[src/rtl/des_io_pkg.sv]
// des_io_pkg: shared entry-state type, synchroniser depth and default widths for DES front-panel I/O
package des_io_pkg;
  localparam int SYNC_STAGES = 2;
  localparam int DIGIT_W_DEF = 4;
  localparam int WORD_W_DEF  = 64;
  typedef enum logic {COLLECT, OFFER} entry_state_t;
endpackage

[src/rtl/btn_press_det.sv]
// btn_press_det: synchronises an active-low button (clk, rst async active-low, btn in, press out) and emits one pulse per press
module btn_press_det
  import des_io_pkg::*;
(
  input  logic clk,
  input  logic rst,
  input  logic btn,
  output logic press
);
  logic [SYNC_STAGES-1:0] sync;
  logic prev;
  always_ff @(posedge clk or negedge rst)
    if (!rst) begin
      sync <= '1;
      prev <= 1'b1;
    end else begin
      sync <= {sync[SYNC_STAGES-2:0], btn};
      prev <= sync[SYNC_STAGES-1];
    end
  // prev re-arms only once the synced level has returned high
  assign press = prev & ~sync[SYNC_STAGES-1];
endmodule

[src/rtl/hex_word_entry.sv]
// hex_word_entry: assembles a WORD_W word MSB-digit-first from switch digits and offers it over valid/ready; ports clk, rst (async active-low), digit_in, load_btn, clear_btn, [bksp_btn when HEX_WORD_ENTRY_BACKSPACE_EN], word_out, word_valid, word_ready, n_entered, full
module hex_word_entry
  import des_io_pkg::*;
#(
  parameter  int DIGIT_W = DIGIT_W_DEF,
  parameter  int WORD_W  = WORD_W_DEF,
  localparam int NDIG    = WORD_W / DIGIT_W,
  localparam int CNT_W   = $clog2(NDIG + 1)
) (
  input  logic               clk,
  input  logic               rst,
  input  logic [DIGIT_W-1:0] digit_in,
  input  logic               load_btn,
  input  logic               clear_btn,
`ifdef HEX_WORD_ENTRY_BACKSPACE_EN
  input  logic               bksp_btn,
`endif
  output logic [WORD_W-1:0]  word_out,
  output logic               word_valid,
  input  logic               word_ready,
  output logic [CNT_W-1:0]   n_entered,
  output logic               full
);
  if (WORD_W % DIGIT_W != 0) begin : g_bad_width
    $error("WORD_W must be a multiple of DIGIT_W");
  end
  entry_state_t state, nxt_state;
  logic [WORD_W-1:0] nxt_word;
  logic [CNT_W-1:0] nxt_cnt;
  logic [SYNC_STAGES-1:0][DIGIT_W-1:0] dsync;
  logic [DIGIT_W-1:0] dig;
  logic load_p, clr_p, bksp_p;
  btn_press_det u_load (.clk(clk), .rst(rst), .btn(load_btn), .press(load_p));
  btn_press_det u_clr (.clk(clk), .rst(rst), .btn(clear_btn), .press(clr_p));
`ifdef HEX_WORD_ENTRY_BACKSPACE_EN
  btn_press_det u_bksp (.clk(clk), .rst(rst), .btn(bksp_btn), .press(bksp_p));
`else
  assign bksp_p = 1'b0;
`endif
  // digit shares the button sync depth so it lines up with the detected press
  always_ff @(posedge clk or negedge rst)
    if (!rst)
      dsync <= '1;
    else
      dsync <= {dsync[SYNC_STAGES-2:0], digit_in};
  assign dig = dsync[SYNC_STAGES-1];
  always_ff @(posedge clk or negedge rst)
    if (!rst) begin
      state     <= COLLECT;
      word_out  <= '0;
      n_entered <= '0;
    end else begin
      state     <= nxt_state;
      word_out  <= nxt_word;
      n_entered <= nxt_cnt;
    end
  always_comb begin
    nxt_state = state;
    nxt_word  = word_out;
    nxt_cnt   = n_entered;
    if (clr_p) begin
      nxt_state = COLLECT;
      nxt_word  = '0;
      nxt_cnt   = '0;
    end else if (state == OFFER) begin
      if (word_ready) begin
        nxt_state = COLLECT;
        nxt_cnt   = '0;
      end
    end else if (bksp_p && n_entered != '0) begin
      nxt_cnt = n_entered - CNT_W'(1);
      for (int i = 0; i < NDIG; i++)
        if (i == int'(nxt_cnt)) nxt_word[WORD_W-1-i*DIGIT_W -: DIGIT_W] = '0;
    end else if (load_p && int'(n_entered) < NDIG) begin
      for (int i = 0; i < NDIG; i++)
        if (i == int'(n_entered)) nxt_word[WORD_W-1-i*DIGIT_W -: DIGIT_W] = dig;
      nxt_cnt   = n_entered + CNT_W'(1);
      nxt_state = int'(nxt_cnt) == NDIG ? OFFER : COLLECT;
    end
  end
  assign word_valid = state == OFFER;
  assign full       = int'(n_entered) == NDIG;
endmodule
[config.mk]
export PLATFORM = sky130hd
export DESIGN_NAME = hex_word_entry
export DESIGN_NICKNAME = d
export VERILOG_FILES = /design/src/rtl/des_io_pkg.sv /design/src/rtl/btn_press_det.sv /design/src/rtl/hex_word_entry.sv
export SDC_FILE = /design/constraint.sdc
export NUM_CORES = 1
export LEC_CHECK = 0
export BUFFER_PORTS_ARGS = -buffer_cell sky130_fd_sc_hd__buf_2
export CAP_MARGIN = 0
export CORE_ASPECT_RATIO = 0.6
export CORE_MARGIN = 8
export CORE_UTILIZATION = 54
export CTS_CLUSTER_SIZE = 30
export DETAILED_ROUTE_END_ITERATION = 10
export PLACE_DENSITY_LB_ADDON = 0.05
export SLEW_MARGIN = 20
export SYNTH_ARGS = -nofsm -noshare
export SYNTH_HDL_FRONTEND = slang
export SYNTH_SLANG_ARGS = --single-unit
[constraint.sdc]
create_clock -name clk -period 2.2 [get_ports clk]
set_input_delay 0.22 -clock clk [delete_from_list [all_inputs] [get_ports clk]]
set_output_delay 0.22 -clock clk [all_outputs]
set_load 0.01 [all_outputs]
## Word level (Yosys, flattened, before mapping)

Cells that the tools add are included.
Widths: inputs -> output; s select.

- Bits of input ports: 9
- Register bits after elaboration: 84

- Equal/unequal tests: 19
- Reductions and logical operators: 37
- Multiplexer cells: 28
- Bitwise logic cells: 4
- Add/sub/neg operators: 1
- $lt $le $gt $ge: 1

Operator list:

| operator | number |
|---|---|
| $mux 64 | 3 |
| $mux 4 | 16 |
| $reduce_and 3->1 | 16 |
| $eq 5x5->1 const A | 8 |
| $reduce_bool 2->1 | 17 |
| $eq 4x5->1 const A | 4 |
| $mux 5 | 4 |
| $eq 3x5->1 const A | 2 |
| $eq 5x5->1 const B | 2 |
| $add 5x1->5 const B | 1 |
| $eq 2x5->1 const A | 1 |
| $logic_not 5->1 | 1 |
| $lt 5x5->1 const B | 1 |
| $mux 1 | 5 |
| $ne 3x2->1 const B | 1 |
| $reduce_bool 3->1 | 1 |
| $and 1x1->1 | 2 |
| $ne 2x1->1 const B | 1 |
| $not 1->1 | 2 |
| $reduce_and 2->1 | 1 |
| $logic_and 1x1->1 | 1 |

## Depth between registers and ports, before layout

- Depth after elaboration: 6
- Mapped depth: 6
- Gate-level depth less buffers: 6

## Hierarchy

A second synthesis with hierarchy kept.

- Cells, all modules: 352
- Area, all modules: 3,726.1 µm²

Modules (own cells, without submodules):

| module | instances | cells an instance | area an instance (µm²) | sequential area each (µm²) |
|---|---|---|---|---|
| hex_word_entry | 1 | 344 | 3,540.9 | 1,961.9 |
| btn_press_det | 2 | 4 | 92.6 | 78.8 |

## Least setup slack after synthesis

OpenSTA, ideal clock, no wires.

- Path type: register -> register
- Start point: register u_load.prev
- End point: register n_entered[1]
- Stages on the path, launching flop included: 4
- Clock period less this slack: 1.637 ns
- Data arrival time: 1.517 ns
- Slack: 0.563 ns
- Setup time: 0.120 ns
- Path through: dfstp_2 nor3b_1 mux2_2 o211a_1

- Word-level cells in the longest chain between the ends: 4

RTL lines:

| item | RTL line | text |
|---|---|---|
| from (decl) | btn_press_det.sv:11 | `logic prev;` |
| from (signal assigned) | btn_press_det.sv:18 | `prev <= sync[SYNC_STAGES-1];` |
| $and 1x1->1 | btn_press_det.sv:21 | `assign press = prev & ~sync[SYNC_STAGES-1];` |
| $logic_and 1x1->1 | hex_word_entry.sv:74 | `end else if (load_p && int'(n_entered) < NDIG) begin` |
| $reduce_bool 3->1 (no line) | -- |  |
| $reduce_and 2->1 (no line) | -- |  |
| to (signal assigned) | hex_word_entry.sv:55 | `n_entered <= nxt_cnt;` |
| to (decl) | hex_word_entry.sv:21 | `output logic [CNT_W-1:0] n_entered,` |

No other way between the ends.
A chain may end at the register's enable or synchronous reset.

## Worst setup path in the final report

- Start point: register n_entered[0]
- End point: output full

- Word-level cells in the longest chain between the ends: 1

RTL lines:

| item | RTL line | text |
|---|---|---|
| $eq 5x5->1 | hex_word_entry.sv:82 | `assign full = int'(n_entered) == NDIG;` |
| to (decl) | hex_word_entry.sv:22 | `output logic full` |

No other way between the ends.

==> metrics <==
Chip Height=slightly below 80 µm; max_slew headroom=0.554; hold_sp=word_ready; DRT Pass-1 Iters=4; Post-DRT Antenna Nets=0; reg2reg start=n_entered[1]$_DFFE_PN0P_; die area=roughly 9700 µm²; P&R area growth vs syn=23.1%; Final #Nets=about 410; worst-skew pair later-pin latency=about 0.35 ns; Core Box Area=about 6600 µm²; CTS tree=done; syn_nets=between 300 and 400; status=finished clean; CTS Root Cell=clkbuf_8; Setup Skew=roughly 0.0094 ns; setup_tns=0 ns; sequential share of the synthesized area=0.586; most common cell after layout, fill and taps aside=buf_2; initial antenna violation count=0; Peak Freq=510 MHz; Net Sw Frac=0.263; CP arrival=approximately 1.7 ns; drt total wl=8.63 mm; Yosys cell types=37; Syn. warnings=0; post-CTS setup buffers=0; clock share of power=0.390; Overall Global Routing Usage=0.190; CTS Buffer Depth=2; Core Util, Final=0.676; final-report hold violation count=0; commonest cells after routing, fill and taps aside=78 x buf_2, 70 x dfrtp_1, 65 x nand2_1; DR DRC count=0; crit-path max FO=8; crit-path max cell delay=roughly 0.48 ns; Initial Utilization=0.549; GP Congestion=~0.80; critical path endpoint category=primary output; Flop pwr share=0.482; Slowest-stage cell, CP=dfrtp_1; Synth Instances=between 300 and 400; worst vdd ir=between 0.0004 and 0.0005 V; worst hold path type=in -> reg; post-synthesis compound-gate area fraction=0.0363; Cell Area, Synth=3620 µm²; die width=between 100 and 150 µm; Setup CP Type=reg -> out; # setup viols final=0; worst hold slack=around 0.23 ns; simple-gate share of the synthesized area=0.152; Comb pwr share=0.128; Rows=23; syn avg cell area=about 12 µm²; number of DRC markers in iteration 0=between 200 and 250; Worst-Margin Slew=roughly 0.67 ns; ANT cells=0; Top Ports=80; Startpoint Class=register; LEAKAGE=between 2 and 3 nW; hpwl dp=6.08 mm; H-tree levels=3; via/cell ratio=between 5 and 6; clk sinks=84; combinational family with the most area after synthesis=multiplexers; DR vias=between 2k and 3k; global-route wire length before repair=14.3 mm; share of layout cells above drive strength 1=0.319; Internal Power=between 0.002 and 0.003 W; RSZ-0062 raised after global routing=no; Tcrit/Tclk final=0.892; post-synthesis adder-cell area fraction=0.0207; Yosys reg bits=between 80 and 90; number of port buffers=between 70 and 80; largest net degree at the start of global routing=between 50 and 60; Placed Area=4130 µm²; Crit. Startpoint=n_entered[0]$_DFFE_PN0P_; mux share of post-synthesis cell area=0.172; vias in the first global route=roughly 2.6k; Net Sw Power=~0.00093 W; clock slew at reported path FFs=0.09 ns; Remaining Overflow, GRT=0; Synth Area in XOR/XNOR=0.00242; Wirelength per Cell=between 15 and 20 µm; crit-path cells=inv_1, ha_1, and3_1, buf_2; Max Slew Vio Count=0; Design Area, Final=4460 µm²; Final min period=between 1.5 and 2 ns; pwr/cell area=between 700 and 800 nW/µm²; CP Data Required Time=roughly 2.0 ns; Max-Cap Viols=0; CTS buffer count=9
worst paths after layout:
check                      depth (start not counted)                       end  slack [ns]
min                                                3  n_entered[1]$_DFFE_PN0P_        0.23
max in group asynchronous                          3  word_out[39]$_DFFE_PN0P_        1.22
min reg2reg                                        0  u_load.sync[1]$_DFF_PN1_        0.35
max reg2reg                                        6   word_out[0]$_DFFE_PN0P_        0.29
max                                                4                      full        0.24
min in group asynchronous                          2  word_out[26]$_DFFE_PN0P_        0.37
cells by family after synthesis:
group,count (synthesis)
buffers and inverters,25
AO/OA/AOI/OAI,21
flip-flops,84
adder cells (fa/ha/maj),6
AND/OR/NAND/NOR,105
XOR/XNOR,1
multiplexers,62
power groups by stage:
stage	clock network, W	logic (W)	registers (W)
after global placement	0	0.000437	0.00173
after detailed placement	0	0.000446	0.00173
after floorplan	0	0.000237	0.00174
after CTS	0.00140	0.000459	0.00170
final	0.00137	0.000451	0.00170
after global routing	0.00146	0.000499	0.00171
per-layer routing:
metal | global-route usage | part of all wire | up-vias
met5 | 0 | 0 | -
met3 | 0.0720 | 0.075 | 9
met2 | 0.283 | 0.44 | 69
met1 | 0.255 | 0.47 | 1298
li1 | - | - | 1210
met4 | 0.0551 | 0.0088 | 0
metrics by stage:
step	setup WS, ns	cells	power, W
after floorplan	0.563	304	0.00198
after global placement	0.426	459	0.00216
after detailed placement	0.322	459	0.00217
after CTS	0.241	482	0.00356
after global routing	0.123	482	0.00367
final	0.238	482	0.00353
registers in the layout, summed over array words and instances (netlist names):
register     flops
word_out        64
word_valid       1
dig              4
u_clr.prev       1
u_load.prev      1
n_entered        5
u_clr.sync       2
u_load.sync      2
dsync            4
layout make-up:
type / count / area [µm²]
Fill cell: 537 / 2130
Sequential cell: 84 / 2120
Multi-Input combinational cell: 195 / 1400
Timing Repair Buffer: 93 / 546
Clock buffer: 10 / 138
Clock inverter: 6 / 119
Tap cell: 87 / 109
Inverter: 7 / 26.3
critical path: cells and delay by family (launching register included):
kind | cells | cell delay (ns)
flip-flops | 1 | 0.48
adder cells (fa/ha/maj) | 1 | 0.37
AND/OR/NAND/NOR | 1 | 0.24
buffers and inverters | 2 | 0.30
what timing repair did:
action | in CTS | in global routing
hold endpoints to repair | 25 | 0
hold buffers | 7 | 0
endpoints found under the setup margin | 0 | 0
resized for setup | 0 | 0
cell usage after synthesis (all sizes together):
cell | number | area share
a211oi | 1 | 0.0035
dfrtp | 70 | 0.48
a21oi | 6 | 0.0083
a32oi | 1 | 0.0024
clkbuf | 13 | 0.014
nand2b | 1 | 0.0017
nand2 | 65 | 0.067
nand3 | 15 | 0.038
nand4 | 3 | 0.0052
inv | 7 | 0.0073
nor4b | 2 | 0.0066
nor3b | 1 | 0.0021
and3 | 4 | 0.0069
xnor2 | 1 | 0.0024
buf | 5 | 0.0097
and4 | 1 | 0.0024
o211ai | 1 | 0.0021
or4b | 1 | 0.0028
mux2i | 61 | 0.17
nor4 | 1 | 0.0017
dfstp | 14 | 0.10
a31oi | 2 | 0.0035
o211a | 2 | 0.0055
o21ai | 8 | 0.011
nand4b | 1 | 0.0024
nand3b | 1 | 0.0021
nor2b | 5 | 0.0086
nor2 | 3 | 0.0031
mux2 | 1 | 0.0031
nor3 | 1 | 0.0014
ha | 6 | 0.021
Note: power is estimated with default switching activity, not from simulation.
